File: src/rtl/ctrl_sequencer.sv
// ctrl_sequencer: multi-cycle FETCH/DECODE/EXEC/WB control sequencer for the 17-bit ISA.
// Owns the PC and drives register_file addresses/write port and ALU controls. Rev 1.0
`default_nettype none

module ctrl_sequencer #(
  parameter int W = 8
) (
  input  logic         clk,
  input  logic         reset,
  input  logic [16:0]  instr,
  input  logic         instr_valid,
  input  logic [W-1:0] alu_result,
  input  logic         alu_zero,
  output logic         instr_ready,
  output logic [W-1:0] PC,
  output logic [2:0]   A1,
  output logic [2:0]   A2,
  output logic [2:0]   A3,
  output logic         WE,
  output logic [W-1:0] data,
  output logic [1:0]   alu_op,
  output logic         alu_src,
  output logic [W-1:0] imm,
  output logic         illegal,
  output logic         halted
);

  typedef enum logic [2:0] {
    S_FETCH  = 3'd0,
    S_DECODE = 3'd1,
    S_EXEC   = 3'd2,
    S_WB     = 3'd3,
    S_HALT   = 3'd4
  } state_t;

  localparam logic [3:0] OP_ADDI = 4'd4;
  localparam logic [3:0] OP_LI   = 4'd5;
  localparam logic [3:0] OP_BEQ  = 4'd6;
  localparam logic [3:0] OP_JMP  = 4'd7;
  localparam logic [3:0] OP_HALT = 4'd15;

  state_t        r_state;
  state_t        w_state_nxt;
  logic [W-1:0]  r_pc;
  logic [W-1:0]  w_pc_nxt;
  logic [16:0]   r_ir;
  logic [16:0]   w_ir_nxt;

  logic [3:0]    w_opcode;
  logic [2:0]    w_rd;
  logic [2:0]    w_rs1;
  logic [2:0]    w_rs2;
  logic [W-1:0]  w_imm_sext;
  logic [W-1:0]  w_pc_inc;
  logic [W-1:0]  w_pc_br;
  logic          w_op_illegal;

  assign w_opcode     = r_ir[16:13];
  assign w_rd         = r_ir[12:10];
  assign w_rs1        = r_ir[9:7];
  assign w_rs2        = r_ir[6:4];
  assign w_imm_sext   = {{(W-7){r_ir[6]}}, r_ir[6:0]};
  assign w_pc_inc     = r_pc + {{(W-1){1'b0}}, 1'b1};
  assign w_pc_br      = r_pc + w_imm_sext;
  assign w_op_illegal = w_opcode[3] && (w_opcode != OP_HALT);

  always_ff @(posedge clk or negedge reset) begin
    if (!reset) begin
      r_state <= S_FETCH;
      r_pc    <= '0;
      r_ir    <= '0;
    end else begin
      r_state <= w_state_nxt;
      r_pc    <= w_pc_nxt;
      r_ir    <= w_ir_nxt;
    end
  end

  always_comb begin
    w_state_nxt = r_state;
    w_pc_nxt    = r_pc;
    w_ir_nxt    = r_ir;
    case (r_state)
      S_FETCH: begin
        if (instr_valid) begin
          w_ir_nxt    = instr;
          w_state_nxt = S_DECODE;
        end
      end
      S_DECODE: begin
        if (w_opcode == OP_HALT) begin
          w_state_nxt = S_HALT;
        end else if (w_op_illegal) begin
          w_pc_nxt    = w_pc_inc;
          w_state_nxt = S_FETCH;
        end else begin
          w_state_nxt = S_EXEC;
        end
      end
      S_EXEC: begin
        if (w_opcode == OP_BEQ) begin
          w_pc_nxt    = alu_zero ? w_pc_br : w_pc_inc;
          w_state_nxt = S_FETCH;
        end else if (w_opcode == OP_JMP) begin
          w_pc_nxt    = w_pc_br;
          w_state_nxt = S_FETCH;
        end else begin
          w_state_nxt = S_WB;
        end
      end
      S_WB: begin
        w_pc_nxt    = w_pc_inc;
        w_state_nxt = S_FETCH;
      end
      S_HALT:  w_state_nxt = S_HALT;
      default: w_state_nxt = S_FETCH;
    endcase
  end

  // Outputs decode from state/IR only; reset gates instr_ready so nothing is accepted while held.
  always_comb begin
    instr_ready = 1'b0;
    A1          = 3'd0;
    A2          = 3'd0;
    A3          = 3'd0;
    WE          = 1'b0;
    data        = '0;
    alu_op      = 2'b00;
    alu_src     = 1'b0;
    imm         = '0;
    illegal     = 1'b0;
    halted      = 1'b0;
    case (r_state)
      S_FETCH: instr_ready = reset;
      S_DECODE: begin
        A1      = w_rs1;
        A2      = w_rs2;
        imm     = w_imm_sext;
        illegal = w_op_illegal;
      end
      S_EXEC, S_WB: begin
        A1  = w_rs1;
        A2  = w_rs2;
        imm = w_imm_sext;
        if (w_opcode == OP_BEQ) begin
          alu_op = 2'b01;
        end else if (w_opcode[3:2] == 2'b00) begin
          alu_op = w_opcode[1:0];
        end
        alu_src = (w_opcode == OP_ADDI) || (w_opcode == OP_LI);
        if (r_state == S_WB) begin
          WE   = 1'b1;
          A3   = w_rd;
          data = (w_opcode == OP_LI) ? w_imm_sext : alu_result;
        end
      end
      S_HALT:  halted = 1'b1;
      default: ;
    endcase
  end

  assign PC = r_pc;

endmodule

`default_nettype wire

File: config.mk
export PLATFORM = sky130hd
export DESIGN_NAME = ctrl_sequencer
export DESIGN_NICKNAME = d
export VERILOG_FILES = /design/src/rtl/ctrl_sequencer.sv
export SDC_FILE = /design/constraint.sdc
export NUM_CORES = 1
export LEC_CHECK = 0
export CORE_MARGIN = 2
export CORE_UTILIZATION = 55
export DETAILED_ROUTE_END_ITERATION = 10
export DONT_BUFFER_PORTS = 1
export GPL_TIMING_DRIVEN = 0
export PLACE_DENSITY_LB_ADDON = 0.25
export SLEW_MARGIN = 30
export SYNTH_ARGS = -nofsm -noshare
export SYNTH_HDL_FRONTEND = slang
export SYNTH_SLANG_ARGS = --single-unit
File: constraint.sdc
create_clock -name clk -period 2.07 [get_ports clk]
set_clock_uncertainty 0.05 [all_clocks]
set_input_delay 0.207 -clock clk [delete_from_list [all_inputs] [get_ports clk]]
set_output_delay 0.207 -clock clk [all_outputs]
set_load 0.005 [all_outputs]
# == Word-level counts from Yosys, hierarchy flattened ==
# Cells that the tools add are included.
# Widths: inputs -> output; s select.
# classes
n_eq_ne,14
reduce_logical,9
add_sub_neg,2
muxes,29
# ops
op,n
$mux 8,9
$pmux 8 s3,1
$mux 3,6
$eq 4x3->1 const B,4
$mux 2,6
$pmux 3 s4,1
$add 8x1->8 const B,1
$add 8x8->8,1
$eq 3x2->1 const B,2
$mux 1,6
$ne 2x2->1 const B,3
$eq 4x4->1 const B,1
$ne 4x4->1 const B,1
$reduce_and 4->1,1
$eq 3x1->1 const B,1
$eq 3x3->1 const B,1
$logic_not 3->1,1
$ne 3x3->1 const B,1
$reduce_bool 3->1,1
$reduce_or 3->1,1
$logic_not 2->1,1
$reduce_and 2->1,1
$reduce_or 2->1,1
$logic_and 1x1->1,1
$logic_or 1x1->1,1
# word_totals
word_cells,57
out_inout_bits,40
in_bits,29
ff_bits,28

# == Logic depth before layout (Yosys ltp) ==
# logic_depth
ltp_word,5
depth_mapped,8
depth_no_buf,8

# == Worst setup path after synthesis ==
# No wires, ideal clock.
# synth_path
path_type,register to register
start,register r_pc[0] (netlist: PC[0])
end,register r_pc[6] (netlist: PC[6])
slack_ps,107
arrival_time_ps,1810
synth_period_minus_slack_ps,1963
stages_incl_launch_ff,9
setup_ps,104
required_time_ps,1916
path_cell_list,dfrtp_1 > ha_1 > inv_1 > fa_1 > nand2b_1 > a21oi_1 > o22ai_1 > xor2_1 > o311ai_1
# synth_via
elab_chain_len,4
# synth_lines
element,line_no,text
"start, declared",44,logic [W-1:0] r_pc;
"start signal, assigned",74,r_pc <= w_pc_nxt;
$add 8x8->8 or $add 8x1->8 (tied branches),"64, 63",
"$mux 8, on equally long branches","104, 102, 93",
"$mux 8, on equally long branches","101, 91",
$pmux 8 s3 *,83,case (r_state)
# Mark *: on every way between the ends. The rest lies on a longest branch, timed or not. The select of a mux whose other input is x is not followed.
# A chain may end at the register's enable or synchronous reset.

# == Worst setup path in the final report ==
# layout_path
start,register r_state[2]
end,output port alu_src
# layout_via
elab_chain_len,3
# layout_lines
element,line_no,text
"start, declared",42,state_t r_state;
"start signal, assigned",73,r_state <= w_state_nxt;
$eq 3x2->1,133,case (r_state)
$reduce_or 2->1 *,133,
$mux 1 *,133,
"end, declared",22,"output logic alu_src,"
# Mark *: on every way between the ends. The rest lies on a longest branch, timed or not.

==> impl.org <==
** Yosys
- Number of warnings printed during yosys synthesis :: 0
- Post-synthesis sequential element count :: 28
- Count of flip-flops with a built-in enable after synthesis :: 0
- Register area share after synthesis :: 35.85%
- Syn nets :: about 240
- The share of synthesized area in the top cell type comes to 35.85%.
- The synthesized design spends more area on one cell type than any other, namely sky130_fd_sc_hd__dfrtp_1.
- Synth top cells by count :: sky130_fd_sc_hd__dfrtp_1 (28), sky130_fd_sc_hd__nor2_1 (22), sky130_fd_sc_hd__a21oi_1 (13)
- Most common cell in the netlist :: sky130_fd_sc_hd__dfrtp_1
- For this run, the leading register cell type out of synthesis is sky130_fd_sc_hd__dfrtp_1.
- Post-synthesis instance total :: 205
- The cell area that synthesis handed to floorplanning was around 2000 µm².
- Counting flops with an async set or reset pin after synthesis yields a share of 100.0%.
- Count of different cell masters after synthesis :: 48
- Top post-synthesis cells by area :: sky130_fd_sc_hd__dfrtp_1 (36%), sky130_fd_sc_hd__mux2_2 (5.2%), sky130_fd_sc_hd__ha_1 (5.1%)
- Syn_area_per_cell :: roughly 9.5 µm²

** STA
- Tightest Pin Transition :: roughly 0.57 ns
- The smallest clock period supported by the final layout is computed as ~2 ns.
- The count of final hold-check violations was 0.
- Worst slew slack as a fraction of its limit :: between 60% and 70%
- Final setup violation count :: 0
- Achievable clock frequency :: around 500 MHz
- The final-report max-slew violation count was 0.
- Portion of the clock cycle consumed by the worst path in the final layout :: 96.16%
- Setup total negative slack :: 0 ns
- In the post-route analysis, the smallest setup slack over all paths is 0.07941 ns.
- Setup repair after global routing missed its margin :: yes

** Flow run
- Number of max-cap violations :: 0

** Global routing
- Overall overflow remaining after global route :: 0
- Antenna violations before repair :: 0
- Across every metal layer, demand over resource in global routing totals between 20% and 30%.
- The first global-routing pass estimated roughly 8.0 mm of wire.
- The number of global-route vias before repair came to ~1.7k.
- Pin count of the biggest net entering global routing :: 29

** Finish
- Finished Core Util :: 69.79%
- At the end of the flow, the number of nets in the layout was around 270.
- Share of cells above drive strength 1 :: approximately a fifth
- Area growth, synth to finish :: 20.10%
- The number of antenna diodes in the final layout is 0.
- After filler insertion, the fill cell instance count of the layout stands at between 200 and 300.

** Placed design
- The count of buffers added on input and output ports is 0.
- Before CTS, the worst setup slack after placement is -0.08263 ns.
- Final estimated routing congestion in global placement :: 0.8283
- Post-detail-place hpwl :: ~3.4 mm

** Floorplan
- The floorplan has 21 rows.
- The floorplan step defined a die boundary enclosing 4046 µm².
- The floorplan step set the die width to 63.61 µm.
- Once the floorplan was initialized, standard cells occupied 58.11% of the core.
- For this design the top-level I/O count stands at 69.
- The die is ~64 µm tall.
- CORE AREA :: roughly 3400 µm²

** Worst setup path
- Worst-case register-to-register setup slack :: roughly 0.10 ns
- Category of the worst setup path launch point :: register
- Max FO, Critical Path :: 10
- Worst setup path startpoint :: r_state[2]
- End of the worst register-to-register path :: PC[7]
- STA classifies the critical path endpoint as an output pin.
- At the worst endpoint, the required time is between 1.5 and 2 ns.
- Startpoint-to-endpoint class of the critical path :: reg2out
- The startpoint identified for the worst register-to-register timing path is PC[3].
- Measured in cells, the most critical reg-to-reg path has a length of 6.
- Data arrival time of the critical path :: 1.73 ns

** Worst hold path
- The min-delay analysis places its worst path in the category in2async.

** Routing
- For this block, the initial DRC count from the detailed router was around 160.
- Dividing the detail-routed wire length by the instance count gives between 15 and 20 µm.
- Number of iterations in the first detailed-routing pass :: 5
- The routed layout has approximately 1.7k vias.
- The detail route stage leaves a number of antenna-violating nets equal to 0.
- Routed via count divided by cell count :: 6.189
- Routed Wire Length :: roughly 5 mm
- Remaining design rule violation count :: 0

** Clock tree
- The clock passes through at most 2 buffers.
- The tree built by TritonCTS fans out to 28 sinks.
- Num CTS Buffers :: 3
- Clock-pin slew was measured on the worst setup and hold paths at 0.16 ns.
- For the worst-skew pair, the clock arrives at the later sink with an insertion delay of roughly 0.33 ns.
- Root buffer cell :: sky130_fd_sc_hd__clkbuf_4
- TritonCTS built the clock tree.
- In this run the number of H-tree levels came out at 1.

** Power and ir drop
- Areal power density over the cells :: roughly 1700 nW/µm²
- VDD sags by at most 1067 µV.
- Leak pwr :: around 0.96 nW

** Outcome
- Result of the run :: complete, no violations
==> cells in the final DEF, fill, tap and decap left out, types with 3 or more instances in the layout <==
master	instances
sky130_fd_sc_hd__a21oi_1	12
sky130_fd_sc_hd__a31oi_1	4
sky130_fd_sc_hd__and2_1	12
sky130_fd_sc_hd__and3_1	6
sky130_fd_sc_hd__buf_2	3
sky130_fd_sc_hd__buf_4	5
sky130_fd_sc_hd__clkbuf_4	3
sky130_fd_sc_hd__dfrtp_1	25
sky130_fd_sc_hd__dfrtp_2	3
sky130_fd_sc_hd__dlygate4sd3_1	19
sky130_fd_sc_hd__ha_1	6
sky130_fd_sc_hd__inv_1	4
sky130_fd_sc_hd__mux2_1	8
sky130_fd_sc_hd__mux2_2	9
sky130_fd_sc_hd__mux2i_1	9
sky130_fd_sc_hd__nand2_1	7
sky130_fd_sc_hd__nand3_1	6
sky130_fd_sc_hd__nor2_1	21
sky130_fd_sc_hd__nor3b_1	3
sky130_fd_sc_hd__o21ai_0	5
sky130_fd_sc_hd__o21ai_1	8
sky130_fd_sc_hd__or3b_2	3
sky130_fd_sc_hd__xor2_1	3
==> registers in the layout, summed over array words and instances, names as in the netlist <==
name / count
r_ir: 17
PC: 8
r_state: 3
==> worst max-delay path: stages (launching register included) <==
cell and delay (ns):
sky130_fd_sc_hd__dfrtp_1 0.42, sky130_fd_sc_hd__clkbuf_2 0.20, sky130_fd_sc_hd__or3b_2 0.55, sky130_fd_sc_hd__nor3b_2 0.23
==> how the worst max path moves through the flow <==
stage | endpoint | slack, ns
floorplan | PC[6] | 0.11
global placement | PC[6] | -0.09
detailed placement | PC[6] | -0.08
CTS | data[0] | -0.03
global route | alu_op[1] | -0.01
finish | alu_src | 0.08
==> layer usage <==
layer / track usage, % / part of all wire, % / vias up
met1: 29.18 / 40 / 849
met3: 5.536 / 5.1 / 4
met5: 0 / 0 / -
met4: 4.891 / 0.50 / 0
li1: - / - / 798
met2: 46.71 / 55 / 51
==> cell type report <==
| type | count | area [µm²] | share of cell area [%] |
|---|---|---|---|
| Buffer | 11 | 77.57 | 3.305 |
| Clock buffer | 3 | 22.52 | 0.9595 |
| Clock inverter | 1 | 30.03 | 1.279 |
| Inverter | 4 | 15.01 | 0.6397 |
| Multi-Input combinational cell | 161 | 1222 | 52.08 |
| Sequential cell | 28 | 704.4 | 30.01 |
| Tap cell | 46 | 57.56 | 2.452 |
| Timing Repair Buffer | 21 | 217.7 | 9.275 |
==> where the power goes <==
part | switching [W] | internal [W] | total (W) | leakage (nW)
clock network | 0.000172 | 0.000196 | 0.000368 | 0.0279
logic | 0.00129 | 0.00115 | 0.00244 | 0.600
registers | 0.000375 | 0.000821 | 0.00120 | 0.331
==> kinds of logic after synthesis <==
kind of cell	share of synthesized area [%]
and+or+nand+nor	22.79
AOI/OAI and AO/OA	14.15
DFF	35.85
muxes	14.41
buffers and inverters	4.865
adders and majority gates	6.146
xor gates and xnor gates	1.793
==> metrics by stage <==
| step | instance area [µm²] | hold WS, ns | instances | total power [W] |
|---|---|---|---|---|
| global placement | 2012 | -0.1379 | 251 | 0.003233 |
| CTS | 2280 | 0.001644 | 274 | 0.003791 |
| finish | 2347 | 0.2327 | 275 | 0.004002 |
| detailed placement | 2012 | -0.1379 | 251 | 0.003331 |
| global route | 2347 | 0.2438 | 275 | 0.004326 |
| floorplan | 1954 | -0.1386 | 205 | 0.002857 |
==> what timing repair did <==
action / 4_1_cts / 5_1_grt
gates resized for setup: 4 / 16
hold buffers: 19 / 1
buffers inserted: 0 / 1
endpoints found under the setup margin: 12 / 27
hold endpoints to repair: 45 / 1
Note: power is estimated with default switching activity, not from simulation.
